===== src/rtl/fifo_access_sched.sv =====
// Access scheduler owning both request ports of one FIFO.
// Round-robin burst arbitration of producers, interleaved with consumer reads.
module fifo_access_sched #(
  parameter int NUM_REQ   = 4,
  parameter int WIDTH     = 32,
  parameter int MAX_BURST = 4
) (
  input  logic                       clk,
  input  logic                       rstn,
  input  logic [NUM_REQ-1:0]         req_valid,
  input  logic [NUM_REQ*WIDTH-1:0]   req_data,
  output logic [NUM_REQ-1:0]         req_ready,
  input  logic                       rd_en,
  output logic                       rd_ack,
  output logic                       fifo_wr_req,
  output logic [WIDTH-1:0]           fifo_w_data,
  output logic                       fifo_rd_req,
  input  logic                       fifo_full_i,
  input  logic                       fifo_empty_i,
  output logic [$clog2(NUM_REQ)-1:0] grant_id,
  output logic                       burst_active
);

  localparam int IW = $clog2(NUM_REQ);
  localparam int CW = $clog2(MAX_BURST + 1);

  typedef enum logic {IDLE, BURST} state_t;

  state_t        fsm;
  logic [IW-1:0] owner;
  logic [IW-1:0] last;
  logic [CW-1:0] burst_cnt;
  logic          turn;

  logic [IW-1:0] base;
  logic [IW-1:0] cand;
  logic          cand_ok;
  logic          owner_hold;
  logic          read_ok;
  logic          write_ok;
  logic          do_rd;
  logic          do_wr;
  logic          go_wr;

  assign owner_hold = (fsm == BURST) & req_valid[owner];

  // A dropped burst owner rescans from owner+1, same as last+1 after it ends.
  always_comb begin
    int idx;
    idx     = 0;
    cand    = '0;
    cand_ok = 1'b0;
    base    = (fsm == BURST) ? owner : last;
    if (owner_hold) begin
      cand    = owner;
      cand_ok = 1'b1;
    end else begin
      for (int k = 1; k <= NUM_REQ; k++) begin
        idx = (int'(base) + k) % NUM_REQ;
        if (!cand_ok && req_valid[idx]) begin
          cand    = IW'(idx);
          cand_ok = 1'b1;
        end
      end
    end
  end

  assign read_ok  = rd_en & ~fifo_empty_i;
  assign write_ok = cand_ok & ~fifo_full_i;
  assign do_rd    = read_ok & (~write_ok | turn);
  assign do_wr    = write_ok & ~do_rd;
  assign go_wr    = rstn & do_wr;

  assign rd_ack       = rstn & do_rd;
  assign fifo_rd_req  = rstn & do_rd;
  assign fifo_wr_req  = go_wr;
  assign req_ready    = go_wr ? (NUM_REQ'(1) << cand) : '0;
  assign grant_id     = go_wr ? cand : '0;
  assign fifo_w_data  = go_wr ? req_data[int'(cand)*WIDTH +: WIDTH] : '0;
  assign burst_active = rstn & (fsm == BURST);

  always_ff @(posedge clk) begin
    if (!rstn) begin
      fsm       <= IDLE;
      owner     <= '0;
      last      <= IW'(NUM_REQ - 1);
      burst_cnt <= '0;
      turn      <= 1'b1;
    end else begin
      if (read_ok & write_ok)
        turn <= ~turn;
      unique case (fsm)
        IDLE: begin
          if (do_wr) begin
            if (MAX_BURST == 1) begin
              last <= cand;
            end else begin
              owner     <= cand;
              burst_cnt <= CW'(1);
              fsm       <= BURST;
            end
          end
        end
        BURST: begin
          if (req_valid[owner]) begin
            if (do_wr) begin
              if (burst_cnt == CW'(MAX_BURST - 1)) begin
                fsm       <= IDLE;
                last      <= owner;
                burst_cnt <= '0;
              end else begin
                burst_cnt <= burst_cnt + CW'(1);
              end
            end
          end else begin
            last <= owner;
            if (do_wr) begin
              owner     <= cand;
              burst_cnt <= CW'(1);
            end else begin
              fsm       <= IDLE;
              burst_cnt <= '0;
            end
          end
        end
        default: fsm <= IDLE;
      endcase
    end
  end

endmodule

===== config.mk =====
export PLATFORM = sky130hd
export DESIGN_NAME = fifo_access_sched
export DESIGN_NICKNAME = d
export VERILOG_FILES = /design/src/rtl/fifo_access_sched.sv
export SDC_FILE = /design/constraint.sdc
export NUM_CORES = 1
export LEC_CHECK = 0
export CAP_MARGIN = 20
export CORE_MARGIN = 5
export CORE_UTILIZATION = 34
export CTS_BUF_LIST = sky130_fd_sc_hd__clkbuf_8
export CTS_CLUSTER_DIAMETER = 150
export DETAILED_ROUTE_END_ITERATION = 8
export PLACE_DENSITY = 0.89
export SYNTH_ARGS = -nofsm -noshare
export SYNTH_HDL_FRONTEND = slang
export SYNTH_SLANG_ARGS = --single-unit

===== constraint.sdc =====
create_clock -name clk -period 8.6 [get_ports clk]
set_clock_uncertainty 0.05 [all_clocks]
set_input_delay 2.58 -clock clk [delete_from_list [all_inputs] [get_ports clk]]
set_output_delay 2.58 -clock clk [all_outputs]
set_load 0.02 [all_outputs]

# Word-level counts from Yosys, hierarchy flattened
# Cells that the tools add are included.
[totals] wordCells=103 rom_bits=0 latchBits=0 register_bits=9 ramBits=0 output_inout_bits=42 memories=0
[op_classes] mul=0 n_mux=48 n_lt_le_gt_ge=5 shifts=2 addsub=5 reduce_logical=12 bitwise=20 div=0 n_eq_ne=6
[op_table] cell="128-bit by 8-bit variable part select with 32-bit output" n=1
[op_table] cell="32-bit 2-to-1 mux" n=1
[op_table] cell="2-bit 2-to-1 mux" n=12
[op_table] cell="1-bit 2-to-1 mux" n=22
[op_table] cell="3-bit by 4-bit less-than comparator with 1-bit output (second input constant)" n=4
[op_table] cell="3-bit 2-to-1 mux" n=4
[op_table] cell="1-bit binary-select mux with 2-bit select" n=5
[op_table] cell="1-bit bitwise AND" n=9
[op_table] cell="2-bit OR reduction" n=4
[op_table] cell="2-bit inequality test (second input constant)" n=3
[op_table] cell="1-bit NOT" n=6
[op_table] cell="3-bit case mux with 2 select lines" n=1
[op_table] cell="2-bit by 1-bit adder with 2-bit output (second input constant)" n=2
[op_table] cell="2-bit adder (second input constant)" n=2
[op_table] cell="1-bit bitwise AND (first input constant)" n=4
[op_table] cell="4-bit 2-to-1 mux" n=1
[op_table] cell="2-bit case mux with 2 select lines" n=1
[op_table] cell="1-bit by 2-bit << shifter with 4-bit output (first input constant)" n=1
[op_table] cell="3-bit by 1-bit adder with 3-bit output (second input constant)" n=1
[op_table] cell="3-bit by 2-bit equality test with 1-bit output (second input constant)" n=1
[op_table] cell="1-bit logical AND" n=3
[op_table] cell="1-bit zero test" n=3
[op_table] cell="2-bit by 3-bit less-than comparator with 1-bit output (second input constant)" n=1
[op_table] cell="3-bit inequality test (second input constant)" n=1
[op_table] cell="other kinds (5)" n=5

# Logic depth before layout (Yosys ltp)
[logic_depth] ltp_word=30 depth_mapped=10 ltp_nobuf=6

# Worst setup path before layout
# Ideal clock, no wire load.
[synth_path] path_type="in2out" from="input req_valid[2]" to="output fifo_w_data[24]" setup_slack_ps=1658 arrival_time_ps=4312 path_buffers=2 path_stages=8 required_time_ps=5970 cell_sequence="nand2b_1 > or2_1 > a2111oi_4 > a211oi_2 > or3_1 > buf_6 > buf_6 > o22ai_1"
[synth_via] elab_chain_len=25 elab_cells_between_ends=43 classes_between="shift (1); mux (28); bitwise (8); reduce/logical (6)"
[synth_lines] item="start, declared" line_no="10" rtl="input logic [NUM_REQ-1:0] req_valid,"
[synth_lines] item="branches (longest 24 deep; another with 1-bit binary-select mux with 2-bit select)"
[synth_lines] item="32-bit 2-to-1 mux (*)" line_no="79" rtl="assign fifo_w_data = go_wr ? req_data[int'(cand)*WIDTH +: WIDTH] : '0;"
[synth_lines] item="end, declared" line_no="16" rtl="output logic [WIDTH-1:0] fifo_w_data,"
# Every way passes the cells marked *. The select of a mux whose other input is x is not followed.

# Worst setup path in the final report
[layout_path] from="input req_valid[1]" to="output fifo_w_data[7]"
# Same word-level chain as after synthesis.

==> results.yml <==
outcome:
  status: "finished, final reports clean"
pwr:
  p_comb_share_pct: 74.9
  power_density_nw_per_um2: 107
  ir_drop_mv: 0.102
  pwr-share-clk_pct: 11.8
  swShare_pct: 39.3
  power_uw: 395
  p_leak_uw: 0.00152
  internal_power_uw: 240
  seqPwrFrac_pct: 13.4
  p_switching_uw: 155
cts:
  cts_buffers: 3
  cts_tree: "yes"
  cts_hold_buf: 0
  htreeDepth: 1
  clk_latency_ps: 230
  cts.clk_slew.worst_paths_ps: 50
  cts_sinks: 9
  cts_resized: 0
  cts_setup_buffers: 0
  clockRootBuffer: "clkbuf_8"
  cts.path.max_buffers: 2
floorplan:
  rows: 27
  dieArea_sq_um: 7160
  die_h_um: 84.6
  core_area_sq_um: 5470
  fp.dieW_um: 84.6
  pin_count: 179
  initial_core_util_pct: 34.6
final_layout:
  area_growth_pct: 95.8
  finalNetCount: 526
  fillers: 473
  layout-drive-gt1-share_pct: 8.53
  num_antenna_cells: 0
  final_cell_mix: "clkdlybuf4s50_1, mux2i_1, o22ai_1"
  layout_commonest_cell: "clkdlybuf4s50_1"
drt:
  post_drt_wl_per_cell_um: 18.9
  detail-route-antenna-nets: 0
  vias: 2396
  drt-initial-drc-count: 85
  viasPerCell: 5.22
  drt_pass1_iterations: 4
  wirelength_um: 8670
  remaining_drc_errors: 0
placed_design:
  hpwl_um: 7290
  port_buffers: 178
  dp_worst_setup_slack_ps: 381
  place_congestion: 0.859
global_route:
  grtUsageTotal_pct: 22.1
  grt_pass1_wl_um: 13000
  grt_start_max_net_pins: 39
  antenna_found_initial: 0
  grt-ovfl-total: 0
  grt_pass1_vias: 2301
setup_path:
  critPathMaxFanout: 30
  required_ps: 5970
  endpoint_kind: "output pin"
  crit_arrival_ps: 5600
  crit_type: "input pin to output pin"
  startpoint_type: "input pin"
synth:
  avgSynthCellArea_sq_um: 8.68
  synth_cell_types: 43
  synth_nets: 356
  yosysSeqAreaShare_pct: 9.52
  syn_area_sq_um: 1890
  netlist_instances: 218
  ys_ff_latch: 9
  yosys_warnings: 0
worst_hold_path:
  hp-class: "flip-flop to flip-flop"
sta:
  period_share_pct: 95.7
  fin_ws_ps: 366
  min_period_ps: 8230
  tns_ps: 0
  setup_viol_count_final: 0
  max_freq_mhz: 121
  finalHoldViolCount: 0
  max_slew_margin_pct: 62.3
  worst_slew_pin_slew_ps: 565
  maxSlewViolCount: 0
  rsz0062_at_grt: "false"
flow_run:
  cap_violations: 0
-- metrics by stage --
step / instance area [sq um] / cells / hold slack [ps] / utilization (%)
detailed placement: 3660 / 455 / 383 / 66.9
finish: 3710 / 459 / 393 / 67.7
global route: 3710 / 459 / 416 / 67.7
CTS: 3710 / 459 / 392 / 67.7
floorplan: 1890 / 218 / 369 / -
global placement: 3660 / 455 / 378 / 66.9
-- synthesized netlist by cell type, drive strengths merged --
master | n | area, sq um
or3 | 2 | 17.5
a21oi | 6 | 30.0
o311ai | 1 | 8.76
nand4b | 1 | 8.76
nand3b | 1 | 7.51
o21a | 1 | 7.51
nand3 | 3 | 15.0
ha | 1 | 12.5
o21bai | 1 | 11.3
a31oi | 1 | 6.26
o21ai | 7 | 35.0
or4bb | 1 | 11.3
o211ai | 1 | 7.51
a21boi | 2 | 15.0
or2 | 1 | 6.26
a211oi | 1 | 12.5
a2111oi | 1 | 27.5
a21o | 1 | 7.51
mux2i | 71 | 714
clkbuf | 4 | 15.0
xor2 | 3 | 26.3
dfxtp | 9 | 180
nor2b | 2 | 12.5
nand4 | 1 | 6.26
nor2 | 12 | 47.6
buf | 16 | 160
nand2 | 16 | 60.1
and2 | 1 | 6.26
nor3 | 2 | 10.0
a221o | 1 | 10.0
nand2b | 6 | 37.5
o22ai | 34 | 314
o211a | 3 | 30.0
inv | 4 | 15.0
-- power groups by stage --
stage / combinational [uW] / sequential, uW / clock [uW]
2_1_floorplan: 190 / 48.1 / 0
3_3_place_gp: 291 / 53.3 / 0
3_5_place_dp: 296 / 53.4 / 0
4_1_cts: 297 / 52.6 / 47.5
5_1_grt: 315 / 53.6 / 49.7
6_report: 296 / 52.8 / 46.5
-- worst paths after layout --
check | start | endpoint | slack (ps) | depth (start not counted)
worst min-delay path | burst_cnt[2]$_SDFFE_PN0P_ | burst_cnt[2]$_SDFFE_PN0P_ | 390 | 2
worst min register to register | burst_cnt[2]$_SDFFE_PN0P_ | burst_cnt[2]$_SDFFE_PN0P_ | 390 | 2
worst max register to register | fsm$_SDFF_PN0_ | owner[1]$_SDFFE_PN0P_ | 6600 | 6
worst max-delay path | req_valid[1] | fifo_w_data[7] | 370 | 9
-- layer usage --
metal | up-vias | GRT usage (%) | part of all wire, %
met3 | 10 | 5.50 | 7.9
met1 | 1089 | 27.1 | 41
li1 | 1174 | - | -
met5 | - | 0 | 0
met4 | 0 | 3.31 | 1.3
met2 | 123 | 39.6 | 50
-- logic make-up (layout without fill, tap and decap cells) --
logic type | after synthesis | in the layout | share of synthesized area (%)
XOR/XNOR | 3 | 3 | 1.39
flip-flops | 9 | 9 | 9.52
AO/OA/AOI/OAI | 61 | 61 | 27.6
adder cells (fa/ha/maj) | 1 | 1 | 0.661
AND/OR/NAND/NOR | 49 | 49 | 13.0
multiplexers | 71 | 71 | 37.7
buffers and inverters | 24 | 193 | 10.0
-- cell type report --
cell class	instances	area, sq um	area share [%]
repair buffers	185	1850	49.8
well taps	72	90.1	2.43
clock buffers	3	41.3	1.11
multi-input cells	185	1530	41.3
clock inverters	1	3.75	0.101
flip-flops and latches	9	180	4.86
inverters	4	15.0	0.405
-- registers in the layout, indices dropped and copies added, names as in the netlist --
signal     count
burst_cnt      3
fsm            1
last           2
owner          2
turn           1
-- critical path, stage by stage --
cell	delay, ps
clkdlybuf4s50_1	570
mux2i_1	290
o22ai_2	170
or3_4	420
o22ai_4	140
buf_4	450
mux2i_1	170
o22ai_2	160
clkdlybuf4s50_1	640
Power figures use the tool's default switching activity.
==> RTL edit: new RTL, same flow settings <==
Change the parameter `MAX_BURST` from 4 to 8.
--- a/src/rtl/fifo_access_sched.sv
+++ b/src/rtl/fifo_access_sched.sv
@@ -3,7 +3,7 @@
 module fifo_access_sched #(
   parameter int NUM_REQ   = 4,
   parameter int WIDTH     = 32,
-  parameter int MAX_BURST = 4
+  parameter int MAX_BURST = 8
 ) (
   input  logic                       clk,
   input  logic                       rstn,
Check against the original RTL: same outputs for any inputs over 4 cycles, from zero or initial values and one cycle with rstn low; that may be too few to reach the edited logic, so the function may still have changed.
==> RTL edit against the original RTL <==
Power fell by 3.3%; cell area fell by 1.9%; core utilization rose by 2.1 points; register-to-register slack got worse by 0.19 ns; sequential share of layout area rose by 0.64 points; sequential cell count rose by 1; global-route usage rose by 0.82 points; synthesized area fell by 2.4%; sequential power rose by 5.7%; routed wire length fell by 0.89%; setup slack got worse by 0.051 ns; critical path type unchanged.
==> RTL edit: results (changes against the original RTL) <==
.. list-table::
   :header-rows: 1

   * - Metric
     - Value
   * - Number of unique standard cell types used by synthesis
     - 49 (+14%)
   * - Worst hold path depth
     - 2 (unchanged)
   * - DRC violation total after the first TritonRoute iteration
     - 67 (-21%)
   * - Maximum fanout encountered on the critical timing path
     - 55 (+83%)
   * - Met2 Track Usage GR
     - 41.4% (+1.7 points)
   * - Met1 Resource Use GR
     - 26.8% (-0.28 points)
   * - Layout Nets
     - 516 (-1.9%)
   * - Wire length of the first global-routing pass
     - 13.1 mm (+0.85%)
   * - Clock-net power
     - 0.0600 mW (+29%)
   * - Register-to-register setup slack
     - 6.41 ns (-0.19 ns)
   * - CP max-delay cell
     - buf_4
   * - Slew at the pin closest to its max-slew limit
     - 0.893 ns (+0.327 ns)
   * - Static leakage power
     - 1.44 nW (-5.3%)
   * - Maximum number of pins on one net before global-route repair
     - 56 (+44%)
   * - Critical register-to-register path endpoint
     - owner[0]
   * - M3 GR Usage
     - 4.94% (-0.56 points)
   * - Number of setup buffers added after CTS
     - 0 (unchanged)
   * - Psw
     - 0.141 mW (-9.1%)
   * - Post-DP HPWL
     - 7.11 mm (-2.4%)
   * - Maximum vdd ir drop
     - 0.109 mV (+6.4%)
   * - Layout cell share with drive strength beyond 1
     - 5.57% (-3.0 points)
   * - Synth area leaders
     - mux2i_1, dfxtp_1, o22ai_1
   * - Syn nets
     - 349 (-2.0%)
   * - Routability-driven placement congestion ratio
     - 0.885 (+3.1%)
   * - Sequential cell fraction of total power
     - 14.6% (+1.2 points)
   * - Met2 WL post-DR
     - 4.42 mm (+1.5%)
   * - Post-synthesis sequential area ratio
     - 10.8% (+1.3 points)
   * - DR WL met3
     - 565 um (-17%)
   * - Xor/xnor cell area share of the yosys netlist
     - 0.474% (-0.91 points)
   * - Worst hold path startpoint
     - burst_cnt[1]
   * - Slowest stage delay, CP
     - 0.72 ns (+0.08 ns)
   * - Share of the synthesized area in compound gates (AO/OA/AOI/OAI)
     - 22.2% (-5.4 points)
   * - GRT Util Overall
     - 22.9% (+0.82 points)
   * - Via Count
     - 2327 (-2.9%)
   * - List of most frequent post-synthesis cells
     - mux2i_1, o22ai_1, buf_6, dfxtp_1, nand2_1
   * - Share of synthesized cell area in full adder, half adder and majority cells
     - 0.677% (+0.016 points)
   * - Pre-CTS worst setup slack
     - 0.281 ns (-0.100 ns)
   * - Routed length on met1
     - 3.38 mm (-4.0%)
   * - Mux cell area share after synthesis
     - 41.0% (+3.2 points)
   * - Number of buffers on the longest clock path
     - 2 (unchanged)
   * - Run status
     - complete, no violations
   * - Worst path arrival time
     - 5.65 ns (+0.05 ns)
   * - Per-cell routed wire length
     - 19.2 um (+1.8%)
   * - Port-buffer cells
     - 178 (unchanged)
   * - Largest registers ranked by flip-flop count
     - burst_cnt: 4 flops, last: 2 flops, owner: 2 flops
   * - Hold endpoint
     - burst_cnt[1]
==> RTL edit: cell types whose count changed after synthesis, moves of 4 or more <==
cell | unedited run | this run
a21oi_1 | 6 | 2
buf_6 | 6 | 13
nand2_1 | 16 | 10
nand2b_1 | 6 | 1
nor2_1 | 11 | 6
o21ai_0 | 7 | 3
o22ai_1 | 19 | 32
o22ai_2 | 14 | 0
==> RTL edit: cell families after synthesis <==
family,Yosys count
multiplexers,74
buffers and inverters,25
flip-flops,10
AO/OA/AOI/OAI,58
AND/OR/NAND/NOR,42
adder cells (fa/ha/maj),1
XOR/XNOR,1
==> RTL edit: worst max path at each step <==
stage,endpoint,startpoint,depth (start not counted),slack [ns]
floorplan,fifo_w_data[10],req_valid[3],7,1.81
global placement,fifo_w_data[6],req_valid[3],8,0.38
detailed placement,fifo_w_data[0],req_valid[3],8,0.28
CTS,fifo_w_data[0],req_valid[3],8,0.29
global route,fifo_w_data[6],req_valid[3],8,0.09
finish,fifo_w_data[6],req_valid[3],8,0.32
==> RTL edit: tightest hold or removal path, delay by kind of cell, from the launching register on <==
kind               cells  cell delay (ns)
and+or+nand+nor        1             0.05
DFF                    1             0.32
AOI/OAI and AO/OA      1             0.07
==> RTL edit: layout make-up <==
class | instances | area (sq um)
repair buffers | 183 | 1820
clock buffers | 4 | 55.1
multi-input cells | 176 | 1460
fillers | 425 | 1570
well taps | 70 | 87.6
inverters | 4 | 15.0
flip-flops and latches | 10 | 200
==> RTL edit: stage by stage <==
stage	hold slack, ns	cell area [sq um]	total power [mW]	instances
6_report	0.447	3640	0.382	447
5_1_grt	0.475	3640	0.403	447
4_1_cts	0.447	3640	0.384	447
3_5_place_dp	0.439	3580	0.322	443
3_3_place_gp	0.428	3580	0.317	443
2_1_floorplan	0.408	1850	0.219	211
